File: src/rtl/rob_commit_ctrl_pkg.sv
// LC-3b shared types for the retirement slice: opcodes, register index,
// commit FSM states and opcode classification helpers used by decode,
// dispatch and commit.
package rob_commit_ctrl_pkg;

    typedef enum logic [3:0] {
        op_br   = 4'b0000,
        op_add  = 4'b0001,
        op_ldb  = 4'b0010,
        op_stb  = 4'b0011,
        op_jsr  = 4'b0100,
        op_and  = 4'b0101,
        op_ldr  = 4'b0110,
        op_str  = 4'b0111,
        op_rti  = 4'b1000,
        op_not  = 4'b1001,
        op_ldi  = 4'b1010,
        op_sti  = 4'b1011,
        op_jmp  = 4'b1100,
        op_shf  = 4'b1101,
        op_lea  = 4'b1110,
        op_trap = 4'b1111
    } lc3b_opcode;

    typedef logic [2:0] lc3b_reg;

    typedef enum logic [1:0] {
        RUN     = 2'd0,
        ST_WAIT = 2'd1,
        FLUSH   = 2'd2
    } rob_commit_state_t;

    localparam lc3b_reg LINK_REG = 3'd7;

    // Opcodes that write the architectural register file on retirement.
    // JSR/TRAP write the link register R7.
    function automatic logic is_reg_write(input lc3b_opcode op);
        case (op)
            op_add, op_and, op_not, op_shf, op_lea,
            op_ldr, op_ldb, op_ldi, op_jsr, op_trap: return 1'b1;
            default:                                   return 1'b0;
        endcase
    endfunction

    // Opcodes whose memory write happens at commit through the store queue.
    function automatic logic is_store(input lc3b_opcode op);
        case (op)
            op_stb, op_str, op_sti: return 1'b1;
            default:                return 1'b0;
        endcase
    endfunction

endpackage

File: src/rtl/rob_commit_ctrl_if.sv
// Commit-side bundle between the ROB head, the commit controller, the
// architectural register file, the store queue and fetch.
interface rob_commit_ctrl_if
    import rob_commit_ctrl_pkg::*;
#(
    parameter int CNT_W = 16
);
    logic             rob_empty;
    logic             head_valid;
    logic [2:0]       head_addr;
    lc3b_opcode       head_inst;
    lc3b_reg          head_dest;
    logic [15:0]      head_value;
    logic             head_predict;
    logic             RE;
    logic             flush;
    logic             regfile_ld;
    lc3b_reg          regfile_dest;
    logic [15:0]      regfile_data;
    logic [2:0]       regfile_tag;
    logic             st_commit;
    logic             st_done;
    logic             redirect;
    logic             redirect_taken;
    logic [CNT_W-1:0] retire_count;

    // ROB / store queue / fetch side
    modport master (
        output rob_empty, head_valid, head_addr, head_inst, head_dest,
               head_value, head_predict, st_done,
        input  RE, flush, regfile_ld, regfile_dest, regfile_data,
               regfile_tag, st_commit, redirect, redirect_taken, retire_count
    );

    // Commit controller side
    modport slave (
        input  rob_empty, head_valid, head_addr, head_inst, head_dest,
               head_value, head_predict, st_done,
        output RE, flush, regfile_ld, regfile_dest, regfile_data,
               regfile_tag, st_commit, redirect, redirect_taken, retire_count
    );
endinterface

File: src/rtl/rob_commit_ctrl.sv
// In-order retirement controller for the 8-entry ROB. Commit decisions are
// combinational on the head so an instruction retires in the cycle its
// result is seen; stores handshake with the store queue and mispredicted
// branches flush the machine and hold commit off while it drains.
module rob_commit_ctrl
    import rob_commit_ctrl_pkg::*;
#(
    parameter int FLUSH_CYCLES = 2,
    parameter int CNT_W        = 16
) (
    input  logic                    clk,
    input  logic                    rst_n,
    rob_commit_ctrl_if.slave        bus
);

    rob_commit_state_t state, state_nxt;
    logic [2:0]        flush_cnt;
    logic [CNT_W-1:0]  retire_cnt;

    logic    re, flush, rf_ld, st_commit, redirect, redirect_taken;
    lc3b_reg rf_dest;
    logic [15:0] rf_data;
    logic [2:0]  rf_tag;
    logic        head_ready, mispredict;

    // Gate on rst_n so no strobe escapes while reset is asserted.
    assign head_ready = rst_n && !bus.rob_empty && bus.head_valid;
    assign mispredict = bus.head_value[0] != bus.head_predict;

    // State register.
    always_ff @(posedge clk or negedge rst_n) begin
        if (!rst_n) state <= RUN;
        else        state <= state_nxt;
    end

    // Next state and same-cycle commit strobes.
    always_comb begin
        state_nxt      = state;
        re             = 1'b0;
        flush          = 1'b0;
        rf_ld          = 1'b0;
        rf_dest        = '0;
        rf_data        = '0;
        rf_tag         = '0;
        st_commit      = 1'b0;
        redirect       = 1'b0;
        redirect_taken = 1'b0;
        case (state)
            RUN: begin
                if (head_ready) begin
                    if (is_reg_write(bus.head_inst)) begin
                        re      = 1'b1;
                        rf_ld   = 1'b1;
                        rf_dest = (bus.head_inst == op_jsr || bus.head_inst == op_trap)
                                  ? LINK_REG : bus.head_dest;
                        rf_data = bus.head_value;
                        rf_tag  = bus.head_addr;
                    end else if (is_store(bus.head_inst)) begin
                        st_commit = 1'b1;
                        state_nxt = ST_WAIT;
                    end else if (bus.head_inst == op_br && mispredict) begin
                        // The flush itself removes the head; no RE.
                        flush          = 1'b1;
                        redirect       = 1'b1;
                        redirect_taken = bus.head_value[0];
                        state_nxt      = FLUSH;
                    end else begin
                        re = 1'b1;
                    end
                end
            end
            ST_WAIT: begin
                if (bus.st_done) begin
                    re        = 1'b1;
                    state_nxt = RUN;
                end
            end
            FLUSH: begin
                if (flush_cnt <= 3'd1) state_nxt = RUN;
            end
            default: state_nxt = RUN;
        endcase
    end

    // Drain counter: loaded on the flush pulse, counts down while in FLUSH.
    always_ff @(posedge clk or negedge rst_n) begin
        if (!rst_n)              flush_cnt <= '0;
        else if (flush)          flush_cnt <= 3'(FLUSH_CYCLES);
        else if (state == FLUSH) flush_cnt <= flush_cnt - 3'd1;
    end

    // Retired-instruction counter; a mispredicted branch retires via flush.
    always_ff @(posedge clk or negedge rst_n) begin
        if (!rst_n)          retire_cnt <= '0;
        else if (re | flush) retire_cnt <= retire_cnt + CNT_W'(1);
    end

    assign bus.RE             = re;
    assign bus.flush          = flush;
    assign bus.regfile_ld     = rf_ld;
    assign bus.regfile_dest   = rf_dest;
    assign bus.regfile_data   = rf_data;
    assign bus.regfile_tag    = rf_tag;
    assign bus.st_commit      = st_commit;
    assign bus.redirect       = redirect;
    assign bus.redirect_taken = redirect_taken;
    assign bus.retire_count   = retire_cnt;

endmodule

File: src/flat_wrapper.sv
// flat-port wrapper written by rule: the top's interface ports become plain ports
module rob_commit_ctrl_flat import rob_commit_ctrl_pkg::*;
#(
    parameter int FLUSH_CYCLES = 2,
    parameter int CNT_W        = 16
)
  (clk, rst_n, bus_rob_empty, bus_head_valid, bus_head_addr, bus_head_inst, bus_head_dest, bus_head_value, bus_head_predict, bus_st_done, bus_RE, bus_flush, bus_regfile_ld, bus_regfile_dest, bus_regfile_data, bus_regfile_tag, bus_st_commit, bus_redirect, bus_redirect_taken, bus_retire_count);
  rob_commit_ctrl_if #(.CNT_W(CNT_W)) bus_i ();
  input  logic clk;
  input  logic rst_n;
  input wire logic [$bits(bus_i.rob_empty)-1:0] bus_rob_empty;
  input wire logic [$bits(bus_i.head_valid)-1:0] bus_head_valid;
  input wire logic [$bits(bus_i.head_addr)-1:0] bus_head_addr;
  input wire logic [$bits(bus_i.head_inst)-1:0] bus_head_inst;
  input wire logic [$bits(bus_i.head_dest)-1:0] bus_head_dest;
  input wire logic [$bits(bus_i.head_value)-1:0] bus_head_value;
  input wire logic [$bits(bus_i.head_predict)-1:0] bus_head_predict;
  input wire logic [$bits(bus_i.st_done)-1:0] bus_st_done;
  output wire logic [$bits(bus_i.RE)-1:0] bus_RE;
  output wire logic [$bits(bus_i.flush)-1:0] bus_flush;
  output wire logic [$bits(bus_i.regfile_ld)-1:0] bus_regfile_ld;
  output wire logic [$bits(bus_i.regfile_dest)-1:0] bus_regfile_dest;
  output wire logic [$bits(bus_i.regfile_data)-1:0] bus_regfile_data;
  output wire logic [$bits(bus_i.regfile_tag)-1:0] bus_regfile_tag;
  output wire logic [$bits(bus_i.st_commit)-1:0] bus_st_commit;
  output wire logic [$bits(bus_i.redirect)-1:0] bus_redirect;
  output wire logic [$bits(bus_i.redirect_taken)-1:0] bus_redirect_taken;
  output wire logic [$bits(bus_i.retire_count)-1:0] bus_retire_count;
  assign bus_i.rob_empty = bus_rob_empty;
  assign bus_i.head_valid = bus_head_valid;
  assign bus_i.head_addr = bus_head_addr;
  assign bus_i.head_inst = bus_head_inst;
  assign bus_i.head_dest = bus_head_dest;
  assign bus_i.head_value = bus_head_value;
  assign bus_i.head_predict = bus_head_predict;
  assign bus_i.st_done = bus_st_done;
  assign bus_RE = bus_i.RE;
  assign bus_flush = bus_i.flush;
  assign bus_regfile_ld = bus_i.regfile_ld;
  assign bus_regfile_dest = bus_i.regfile_dest;
  assign bus_regfile_data = bus_i.regfile_data;
  assign bus_regfile_tag = bus_i.regfile_tag;
  assign bus_st_commit = bus_i.st_commit;
  assign bus_redirect = bus_i.redirect;
  assign bus_redirect_taken = bus_i.redirect_taken;
  assign bus_retire_count = bus_i.retire_count;
  rob_commit_ctrl #(.FLUSH_CYCLES(FLUSH_CYCLES), .CNT_W(CNT_W)) u_core (.clk(clk), .rst_n(rst_n), .bus(bus_i));
endmodule
File: config.mk
export PLATFORM = sky130hd
export DESIGN_NAME = rob_commit_ctrl_flat
export DESIGN_NICKNAME = d
export VERILOG_FILES = /design/src/rtl/rob_commit_ctrl_pkg.sv /design/src/rtl/rob_commit_ctrl_if.sv /design/src/rtl/rob_commit_ctrl.sv /design/src/flat_wrapper.sv
export SDC_FILE = /design/constraint.sdc
export NUM_CORES = 1
export LEC_CHECK = 0
export ABC_AREA = 1
export BUFFER_PORTS_ARGS = -buffer_cell sky130_fd_sc_hd__buf_2
export CAP_MARGIN = 10
export CORE_MARGIN = 2
export CORE_UTILIZATION = 51
export DETAILED_ROUTE_END_ITERATION = 10
export PLACE_DENSITY = 0.92
export SLEW_MARGIN = 10
export SYNTH_ARGS = -nofsm -noshare
export SYNTH_HDL_FRONTEND = slang
export SYNTH_SLANG_ARGS = --single-unit
File: constraint.sdc
create_clock -name clk -period 2.26 [get_ports clk]
set_clock_uncertainty 0.2 [all_clocks]
set_input_delay 0.113 -clock clk [delete_from_list [all_inputs] [get_ports clk]]
set_output_delay 0.113 -clock clk [all_outputs]
set_load 0.05 [all_outputs]
# Yosys cells after proc, flatten, opt, wreduce, memory -nomap -nowiden

Memory sizes are Yosys's and may differ from the RTL's.
Index checks and enable logic that the tools add are counted.

Memories: 1
Flip-flop bits (word level): 21
Logic and storage cells: 79
Bits in read-only memories: 16

Memory list:

| memory          | depth | width | read ports | clocked after memory_dff | write ports | RTL line                  | text |
|---|---|---|---|---|---|---|---|
| (no name shown) | 16    | 1     | 1          | 0                        | 0           | rob_commit_ctrl_pkg.sv:38 | `case (op)` |

$lt $le $gt $ge: 1
Reductions and logical operators: 10
Bitwise logic cells: 1
Eq/ne operators: 13
Muxes and demuxes: 48
Add/subtract/negate cells: 2

Operators with widths:

| kind                    | count |
|---|---|
| $mux W16                | 3 |
| $mux W1                 | 28 |
| $mux W3                 | 9 |
| $add A16 B1 Y16 const B | 1 |
| $mux W2                 | 6 |
| $eq A4 B3 Y1 const B    | 2 |
| $eq A4 B4 Y1 const B    | 2 |
| $pmux W2 S3             | 1 |
| $reduce_and A5 Y1       | 1 |
| $eq A4 B2 Y1 const B    | 1 |
| $logic_not A4 Y1        | 1 |
| $ne A2 B1 Y1 const B    | 2 |
| $ne A2 B2 Y1 const B    | 2 |
| $le A3 B1 Y1 const B    | 1 |
| $logic_and A1 B1 Y1     | 3 |
| $ne A3 B1 Y1 const B    | 1 |
| $reduce_or A3 Y1        | 1 |
| $sub A3 B1 Y3 const B   | 1 |
| $eq A2 B1 Y1 const B    | 1 |
| $eq A2 B2 Y1 const B    | 1 |
| $logic_not A2 Y1        | 1 |
| $pmux W1 S2             | 1 |
| $reduce_bool A2 Y1      | 1 |
| $logic_not A1 Y1        | 1 |
| other kinds (3)         | 3 |

# Logic depth before layout (Yosys ltp)

Gate-level depths: netlist of run 1.

Depth after elaboration: 13
Depth in mapped cells: 12
Depth with buffers taken out: 11

# Least setup slack after synthesis of run 1

Ideal clock, no wire load.

Path kind: register to output
Start point: reg u_core.state[0]
End point: out bus_regfile_data[10]
Stages on the path, launching flop included: 5
Path buffers: 1
Arrival: 1786 ps
Path slack: 161 ps
Required time: 1947 ps
Path through: dfrtp_1 > nor4_2 > nand4_1 > buf_2 > nor2_1

Longest elaborated chain between the ends: 2

Ends and longest elaborated chain:

| what                   | RTL line              | text |
|---|---|---|
| from (decl)            | rob_commit_ctrl.sv:16 | `rob_commit_state_t state, state_nxt;` |
| from (signal assigned) | rob_commit_ctrl.sv:33 | `else state <= state_nxt;` |
| $logic_not A2 Y1       | rob_commit_ctrl.sv:48 | `case (state)` |
| $mux W16               | rob_commit_ctrl.sv:48 |  |
| to (decl)              | flat_wrapper.sv:23    | `output wire logic [$bits(bus_i.regfile_data)-1:0] bus_regfile_data;` |

No other way between the ends.

# Final worst setup path of run 1

Start point: reg u_core.state[0]
End point: out bus_regfile_data[1]

Same word-level chain as after synthesis.

==> results of run 1 <==
## stage by stage
stage               cells  hold WS, ns  cell area, µm²  power, W
floorplan             243       -0.383            1650  0.000939
global placement      357      -0.0468            2020   0.00106
detailed placement    357      -0.0447            2020   0.00109
CTS                   364       0.0201            2070   0.00128
global route          364       0.0732            2100   0.00138
finish                364       0.0430            2100   0.00128
## worst max-delay path, cell delays in order (launching register included)
cell     delay (ns)
dfrtp_2        0.47
nor4_4         0.30
nand4_1        0.11
buf_4          0.22
nor2_1         0.11
buf_2          0.27
## cell families after synthesis
logic type      Yosys count  share of synthesized area
compound gates            5                     0.0152
xor+xnor                 14                     0.0745
fa+ha+maj                 5                     0.0380
buf+inv                  43                      0.129
flops                    21                      0.319
simple gates            155                      0.424
## final cells by class
class | instances | area (µm²) | area share
timing repair buffer | 81 | 448 | 0.213
multi-input combinational | 179 | 916 | 0.435
tap | 44 | 55.1 | 0.0262
inverter | 35 | 131 | 0.0625
clock buffer | 4 | 26.3 | 0.0125
sequential | 21 | 527 | 0.250
## layer usage
layer / track usage / vias to the layer above / share of wire
met4: 0.0745 / 0 / 0.012
met3: 0.0490 / 5 / 0.042
met5: 0 / - / 0
met2: 0.432 / 40 / 0.53
met1: 0.287 / 800 / 0.42
li1: - / 922 / -
## cell usage in the layout, fill, tap and decap left out, drive strengths merged
cell,netlist,routed
ha,5,5
inv,35,35
dlygate4sd3,0,3
a21oi,1,1
nor4,1,1
xnor2,7,7
buf,5,71
nand4,18,18
nand3,16,16
clkbuf,3,11
nor2,44,44
nor3,2,2
nand2,71,71
xor2,7,7
nand3b,3,3
o21ai,4,4
dfrtp,21,21
## flip-flops by register name, summed over array words and instances (netlist names)
name	flops
u_core.bus.retire_count	16
u_core.flush_cnt	3
u_core.state	2
## final timing paths
kind,slack [ns],end,start
min in group asynchronous,0.14,u_core.bus.retire_count[8],rst_n
worst min register to register,0.38,u_core.flush_cnt[0],u_core.flush_cnt[0]
worst max-delay path,0.16,bus_regfile_data[1],u_core.state[0]
worst min-delay path,0.04,u_core.state[1],bus_rob_empty
max in group asynchronous,1.48,u_core.state[0],rst_n
worst max register to register,0.42,u_core.bus.retire_count[12],u_core.bus.retire_count[0]
## what timing repair did
item | CTS | global route
resized for setup | 0 | 11
endpoints found under the hold margin | 22 | 0
hold buffers | 3 | 0
endpoints found under the setup margin | 0 | 23
## power by group
group,switching (W),internal [W],leakage [nW]
logic,0.000390,0.000178,1.02
clock network,0.000118,0.0000691,0.0150
registers,0.0000863,0.000444,0.279
total,0.000594,0.000691,1.31
==> flow_summary_export.csv, run 1 <==
group,metric,value,unit
status,status,"finished clean",
sta,fmax,476,MHz
floorplanning,die-area,3700,µm²
finish,fillers,278,
synth,ys_seq_elements,21,
routing,via_per_inst,4.85,
placement,gp_congestion,0.842,
sta,fin_crit,2.10,ns
sta,slew_headroom,0.741,
synth,synth.most_common_cell,"nand2_1",
finish,drive_gt1_frac,0.275,
cts,cts_tree,"built",
sta,fin_crit_sh,0.930,
sta,worst_slack,0.157,ns
worst_setup_path,critPathCaptureType,"output port",
cts,clock-root-buffer,"clkbuf_4",
grt,first_global_vias,1582,
cts,insertion_delay,0.32,ns
sta,finalHoldViolations,0,
floorplanning,io_pins,76,
floorplanning,fp.coreArea,3050,µm²
routing,postRouteAntennaNets,0,
synth,syn_area,1650,µm²
routing,drcViolationCount,0,
worst_setup_path,crit_type,"flip-flop to output port",
routing,routedWlPerCell,11.1,µm
synth,yosys.area.top_type,"dfrtp_1",
grt,gr-total-overflow,0,
cts,path_clk_slew,0.11,ns
floorplanning,die_w,60.8,µm
cts,post-cts-setup-buffers,0,
grt,grt_pass1_wl,6720,µm
job,max_cap_viol_count,0,
cts,cts_htree_levels,1,
cts,clockBufferDepth,2,
cts,cts_buffers,3,
routing,drt_wl_total,4040,µm
synth,ys_top_cells_by_area,"dfrtp_1 32%, nand2_1 16%, nor2_1 10%",
finish,utilization,0.689,
worst_setup_path,required,1.95,ns
floorplanning,initial_utilization,0.539,
power_and_ir_drop,leakage,1.31,nW
finish,antenna_cells,0,
synth,yosysTopAreaCellShare,0.319,
worst_hold_path,hold_path_class,"primary input to flip-flop",
synth,yosys_warnings,0,
cts,numClockSinks,21,
routing,drt-pass1-iter-count,4,
grt,antenna_found_initial,0,
worst_setup_path,critPathMaxFanout,23,
sta,rsz0062_at_grt,"no",
sta,finalSetupTns,0,ns
grt,grt_max_degree,24,
sta,finalSetupViolCount,0,
sta,tightestPinTransition,0.388,ns
power_and_ir_drop,power.density,611,nW/µm²
grt,track_usage,0.240,
synth,synth_area_per_cell,6.77,µm²
routing,vias,1767,
floorplanning,fp-row-count,20,
synth,yosysUniqueCellTypes,21,
worst_setup_path,arrival,1.79,ns
worst_setup_path,cp-start-kind,"flip-flop",
finish,area_growth,27.8,%
placement,hpwlAfterDp,3050,µm
sta,final_max_slew_viol_count,0,
synth,seq_area_frac_synth,0.319,
floorplanning,die-height,60.8,µm
synth,synth_ff_type,"dfrtp_1",
synth,syn_inst,243,
power_and_ir_drop,vdd_drop_max,0.000478,V
synth,netlist_top_cells_count,"69 x nand2_1, 44 x nor2_1, 35 x inv_1, 21 x dfrtp_1, 18 x nand4_1",
synth,synth-edff-count,0,
routing,drt_iter0_markers,91,
finish,num-nets-final,358,
placement,portBuffers,75,
worst_setup_path,r2r_cells,7,
placement,dpl_worst_slack,0.410,ns
worst_hold_path,hold_depth,6,
synth,async_flop_share,1.00,
synth,syn_nets,280,
Note: power is estimated with default switching activity, not from simulation.
==> run 2, diff against run 1 <==
Settings changed: CAP_MARGIN 10 to 20, CORE_ASPECT_RATIO set to 0.7.
==> run 2 against run 1 <==
Compared with the run above: worst setup slack got worse by 0.016 ns; non-clock buffer count fell by 1; clock power rose by 33%; critical endpoint unchanged; largest cell class unchanged.
==> flow_summary_export.csv, run 2 (same netlist as run 1, synthesis figures left out) <==
group,metric,value,unit
routing,met3_length,161,µm
routing,wl_met1,1850,µm
sta,slew_headroom,0.740,
cts,cts_resized,0,
placement,portBuffers,75,
routing,via_per_inst,4.86,
routing,top_layer_used,"met3",
floorplanning,die_w,71.9,µm
placement,gp_congestion,0.860,
power_and_ir_drop,p_sw,0.000583,W
worst_setup_path,path_buf_inv,4,
sta,final_max_slew_viol_count,0,
sta,finalSetupViolCount,0,
routing,vias,1736,
power_and_ir_drop,combPwrFrac,0.421,
sta,rsz0062_at_grt,"no",
worst_hold_path,hold_depth,4,
grt,gr-total-overflow,0,
cts,clock-root-buffer,"clkbuf_8",
finish,most-common-layout-cells,"75 x buf_2, 69 x nand2_1, 44 x nor2_1",
floorplanning,die-height,51.5,µm
sta,finalHoldViolations,0,
routing,drt_iter0_markers,110,
placement,hpwlAfterDp,3080,µm
power_and_ir_drop,p_int,0.000744,W
sta,fin_crit_sh,0.937,
worst_setup_path,required,1.95,ns
power_and_ir_drop,power.share.clock,0.188,
worst_setup_path,path_depth,8,
worst_setup_path,slowest_delay,0.53,ns
grt,grt_pass1_wl,6930,µm
cts,post-cts-setup-buffers,0,
routing,drt_wl_total,3930,µm
sta,fin_crit,2.12,ns
cts,path_clk_slew,0.07,ns
grt,antenna_found_initial,0,
worst_hold_path,hold_path_class,"primary input to flip-flop",
finish,largest_register_ffs,16,
worst_setup_path,critPathSlowestCell,"dlygate4sd3_1",
grt,first_global_vias,1613,
worst_setup_path,r2r_cells,7,
finish,num-nets-final,357,
sta,fmax,472,MHz
routing,drcViolationCount,0,
cts,cts_buffers,3,
worst_setup_path,cp-start-kind,"primary input",
routing,wl_met2,1920,µm
power_and_ir_drop,power,0.00133,W
cts,cts_tree,"built",
power_and_ir_drop,leakage,1.32,nW
worst_setup_path,crit_type,"primary input to output port",
routing,postRouteAntennaNets,0,
routing,routedWlPerCell,11.0,µm
worst_setup_path,path_cells,"dlygate4sd3_1 > buf_2 > nand2_1 > nor4_2 > nand4_1 > buf_4 > nor2_1 > buf_2",
floorplanning,initial_utilization,0.530,
floorplanning,die-area,3700,µm²
finish,final_common_cell,"buf_2",
sta,tightestPinTransition,0.387,ns
floorplanning,io_pins,76,
finish,antenna_cells,0,
sta,finalSetupTns,0,ns
cts,numClockSinks,21,
status,status,"finished clean",
cts,hold_buffers,2,
floorplanning,fp-row-count,17,
cts,cts_htree_levels,1,
job,max_cap_viol_count,0,
cts,clockBufferDepth,2,
power_and_ir_drop,p_seq_frac,0.391,
cts,insertion_delay,0.26,ns
power_and_ir_drop,vdd_drop_max,0.000504,V
placement,dpl_worst_slack,0.404,ns
sta,worst_slack,0.142,ns
worst_setup_path,path_common_cell,"buf_2",
worst_setup_path,critPathMaxFanout,23,
power_and_ir_drop,switching_share,0.439,
routing,drt-pass1-iter-count,4,
worst_setup_path,arrival,1.81,ns
grt,track_usage,0.233,
floorplanning,fp.coreArea,3110,µm²
grt,grt_max_degree,24,
worst_setup_path,critPathCaptureType,"output port",
finish,drive_gt1_frac,0.273,
finish,area_growth,26.1,%
power_and_ir_drop,power.density,640,nW/µm²
worst_setup_path,crit_family,"buffers and inverters",
==> run 2: cell types whose count changed in the layout (fill, tap and decap cells not counted) <==
cell,previous run,this run
buf_2,67,75
clkbuf_4,10,0
clkbuf_8,0,3
nor4_4,1,0
buf_4,4,3
nor4_2,0,1
dlygate4sd3_1,3,2
dfrtp_2,1,0
dfrtp_1,20,21
==> run 2: path summary, 6_finish.rpt <==
path	startpoint	endpoint	slack, ns
max reg2reg	u_core.bus.retire_count[0]	u_core.bus.retire_count[12]	0.41
min in group asynchronous	rst_n	u_core.bus.retire_count[3]	0.20
min reg2reg	u_core.flush_cnt[0]	u_core.flush_cnt[0]	0.32
max in group asynchronous	rst_n	u_core.bus.retire_count[13]	1.44
max	rst_n	bus_regfile_data[1]	0.14
min	bus_rob_empty	u_core.state[0]	0.03
==> run 2: layout make-up <==
type	instances	area [µm²]
Tap cell	38	47.5
Clock buffer	4	45.0
Sequential cell	21	526
Timing Repair Buffer	80	418
Fill cell	292	1030
Multi-Input combinational cell	179	907
Inverter	35	131
==> run 2: tightest hold or removal path: stages <==
cell	delay, ns
buf_2	0.10
nor2_1	0.05
nand2_1	0.10
o21ai_0	0.08
==> run 2: stage by stage <==
step | instance area (µm²) | util | cells | hold slack [ns]
5_1_grt | 2070 | 0.668 | 357 | 0.0853
3_3_place_gp | 2010 | 0.647 | 351 | -0.0616
4_1_cts | 2070 | 0.668 | 357 | 0.0244
3_5_place_dp | 2010 | 0.647 | 351 | -0.0631
2_1_floorplan | 1650 | - | 243 | -0.383
6_report | 2070 | 0.668 | 357 | 0.0303
==> run 2: routing by layer <==
layer,up-vias,global-route usage
met4,0,0.0314
met3,0,0.0523
li1,915,-
met2,36,0.395
met5,-,0
met1,785,0.314
==> run 2: power by group through the flow <==
stage / clock [W] / combinational (W) / sequential (W)
finish: 0.000249 / 0.000559 / 0.000519
global route: 0.000275 / 0.000634 / 0.000533
CTS: 0.000252 / 0.000564 / 0.000519
detailed placement: 0 / 0.000558 / 0.000524
global placement: 0 / 0.000539 / 0.000522
floorplan: 0 / 0.000324 / 0.000615
==> run 3, diff against run 2 <==
Settings changed: PLACE_DENSITY 0.92 to 0.84, RECOVER_POWER set to 25.
==> run 3 against run 2 <==
Compared with the run above: global-route usage down 0.61 points; first-iteration DRC count down 23%; highest routed layer is now met4; sequential power about the same; largest power group unchanged; fmax up 2.4%; critical path type unchanged; count of clock-buffer cells in the layout down 1; critical path depth unchanged.
==> flow_summary_export.csv, run 3 (same netlist as run 1, synthesis figures left out) <==
group,metric,value,unit
status,status,"finished clean",
cts,clockBufferDepth,2,
worst_hold_path,hold_path_class,"primary input to flip-flop",
cts,cts_htree_levels,1,
placement,portBuffers,75,
sta,finalSetupTns,0,ns
sta,fin_crit,2.07,ns
grt,use_met1,0.285,
worst_setup_path,arrival,1.75,ns
worst_setup_path,critPathMaxFanout,23,
grt,grt-busiest-layer,"met2",
finish,area_growth,26.8,%
floorplanning,fp-row-count,17,
floorplanning,die_w,71.9,µm
power_and_ir_drop,power.density,636,nW/µm²
routing,drt-pass1-iter-count,4,
worst_setup_path,rr_startpoint,"u_core.bus.retire_count[0]",
routing,via_per_inst,4.85,
power_and_ir_drop,vdd_drop_max,0.000481,V
sta,finalSetupViolCount,0,
worst_setup_path,r2r_cells,7,
grt,use_met3,0.0562,
placement,gp_congestion,0.826,
routing,routedWlPerCell,11.2,µm
grt,track_usage,0.227,
floorplanning,initial_utilization,0.530,
sta,rsz0062_at_grt,"no",
sta,slew_headroom,0.216,
routing,postRouteAntennaNets,0,
placement,dp_cells,351,
cts,cts_tree,"built",
floorplanning,io_pins,76,
grt,grt_use_met2,0.398,
routing,vias,1727,
sta,finalHoldViolations,0,
worst_setup_path,rrSetupSlack,0.41,ns
power_and_ir_drop,leakage,1.31,nW
finish,num-nets-final,356,
worst_setup_path,cp-startpoint,"rst_n",
grt,grt_max_degree,24,
routing,drt_wl_total,3990,µm
cts,numClockSinks,21,
finish,stdcell_count,356,
sta,fmax,484,MHz
finish,antenna_cells,0,
floorplanning,fp.coreArea,3110,µm²
grt,gr-total-overflow,0,
grt,grt_pass1_wl,6610,µm
job,max_cap_viol_count,0,
sta,fin_crit_sh,0.915,
cts,path_clk_slew,0.07,ns
worst_setup_path,crit_type,"primary input to output port",
worst_setup_path,cp-start-kind,"primary input",
worst_setup_path,crit_end,"bus_regfile_data[3]",
worst_setup_path,required,1.95,ns
placement,hpwlAfterDp,3070,µm
finish,most-common-layout-cells,"69 x nand2_1, 69 x buf_2, 44 x nor2_1",
floorplanning,die-area,3700,µm²
cts,cts_buffers,3,
finish,drive_gt1_frac,0.274,
worst_setup_path,critPathCaptureType,"output port",
finish,fillers,284,
grt,first_global_vias,1561,
sta,final_max_slew_viol_count,0,
cts,insertion_delay,0.26,ns
sta,tightestPinTransition,1.18,ns
worst_setup_path,reg2reg_to,"u_core.bus.retire_count[14]",
routing,drt_iter0_markers,85,
floorplanning,die-height,51.5,µm
grt,antenna_found_initial,0,
cts,clock-root-buffer,"clkbuf_8",
routing,drcViolationCount,0,
finish,largest_register_ffs,16,
-- run 3: changes by cell type in the layout (fill, tap and decap cells not counted), sizes merged --
| cell | previous run | this run |
|---|---|---|
| buf | 78 | 72 |
| clkbuf | 4 | 9 |
| dlygate4sd3 | 2 | 1 |
| clkinv | 0 | 1 |
-- run 3: per-stage QoR --
step	power, W	cell area, µm²	util	hold WS [ns]	setup slack (ns)
final	0.00133	2090	0.672	0.0218	0.192
after CTS	0.00133	2070	0.665	0.0159	0.131
after floorplan	0.000939	1650	-	-0.383	0.161
after detailed placement	0.00108	2010	0.647	-0.0380	0.401
after global placement	0.00106	2010	0.647	-0.0392	0.419
after global routing	0.00143	2090	0.672	0.0409	0.0195
-- run 3: report_power, final --
group / leakage [nW] / switching (W) / internal [W]
logic: 1.01 / 0.000384 / 0.000176
clock network: 0.0255 / 0.000123 / 0.000123
registers: 0.280 / 0.0000783 / 0.000444
-- run 3: layer usage --
metal  vias up  wire, µm
met2        43      1920
met1       768      1840
met4         0        26
met3         4       210
met5         -         0
li1        912         -
-- run 3: worst max-delay path, stage by stage --
cell	delay, ns
dlygate4sd3_1	0.52
buf_2	0.13
nand2_1	0.10
nor4_4	0.18
nand4_1	0.11
buf_4	0.22
nor2_1	0.10
buf_2	0.27
-- run 3: how the worst min path moves through the flow --
stage	endpoint	depth (start not counted)	startpoint	slack, ns
3_3_place_gp	u_core.bus.retire_count[8]	2	rst_n	-0.04
5_1_grt	u_core.state[0]	3	bus_st_done	0.04
2_1_floorplan	u_core.bus.retire_count[0]	0	rst_n	-0.38
3_5_place_dp	u_core.bus.retire_count[9]	2	rst_n	-0.04
6_report	u_core.state[0]	3	bus_st_done	0.02
4_1_cts	u_core.state[0]	3	bus_st_done	0.02
-- run 3: timing repair --
action / CTS / global route
hold buffers: 1 / 0
resized for setup: 0 / 8
endpoints found under the hold margin: 21 / 0
setup buffers: 0 / 0
setup endpoints to repair: 0 / 18
-- run 3: area by class of cell --
| class | instances | area, µm² | share of cell area |
|---|---|---|---|
| Clock buffer | 3 | 41.3 | 0.0198 |
| Timing Repair Buffer | 79 | 419 | 0.201 |
| Tap cell | 38 | 47.5 | 0.0228 |
| Multi-Input combinational cell | 179 | 916 | 0.439 |
| Clock inverter | 1 | 5.00 | 0.00240 |
| Sequential cell | 21 | 526 | 0.252 |
| Inverter | 35 | 131 | 0.0630 |
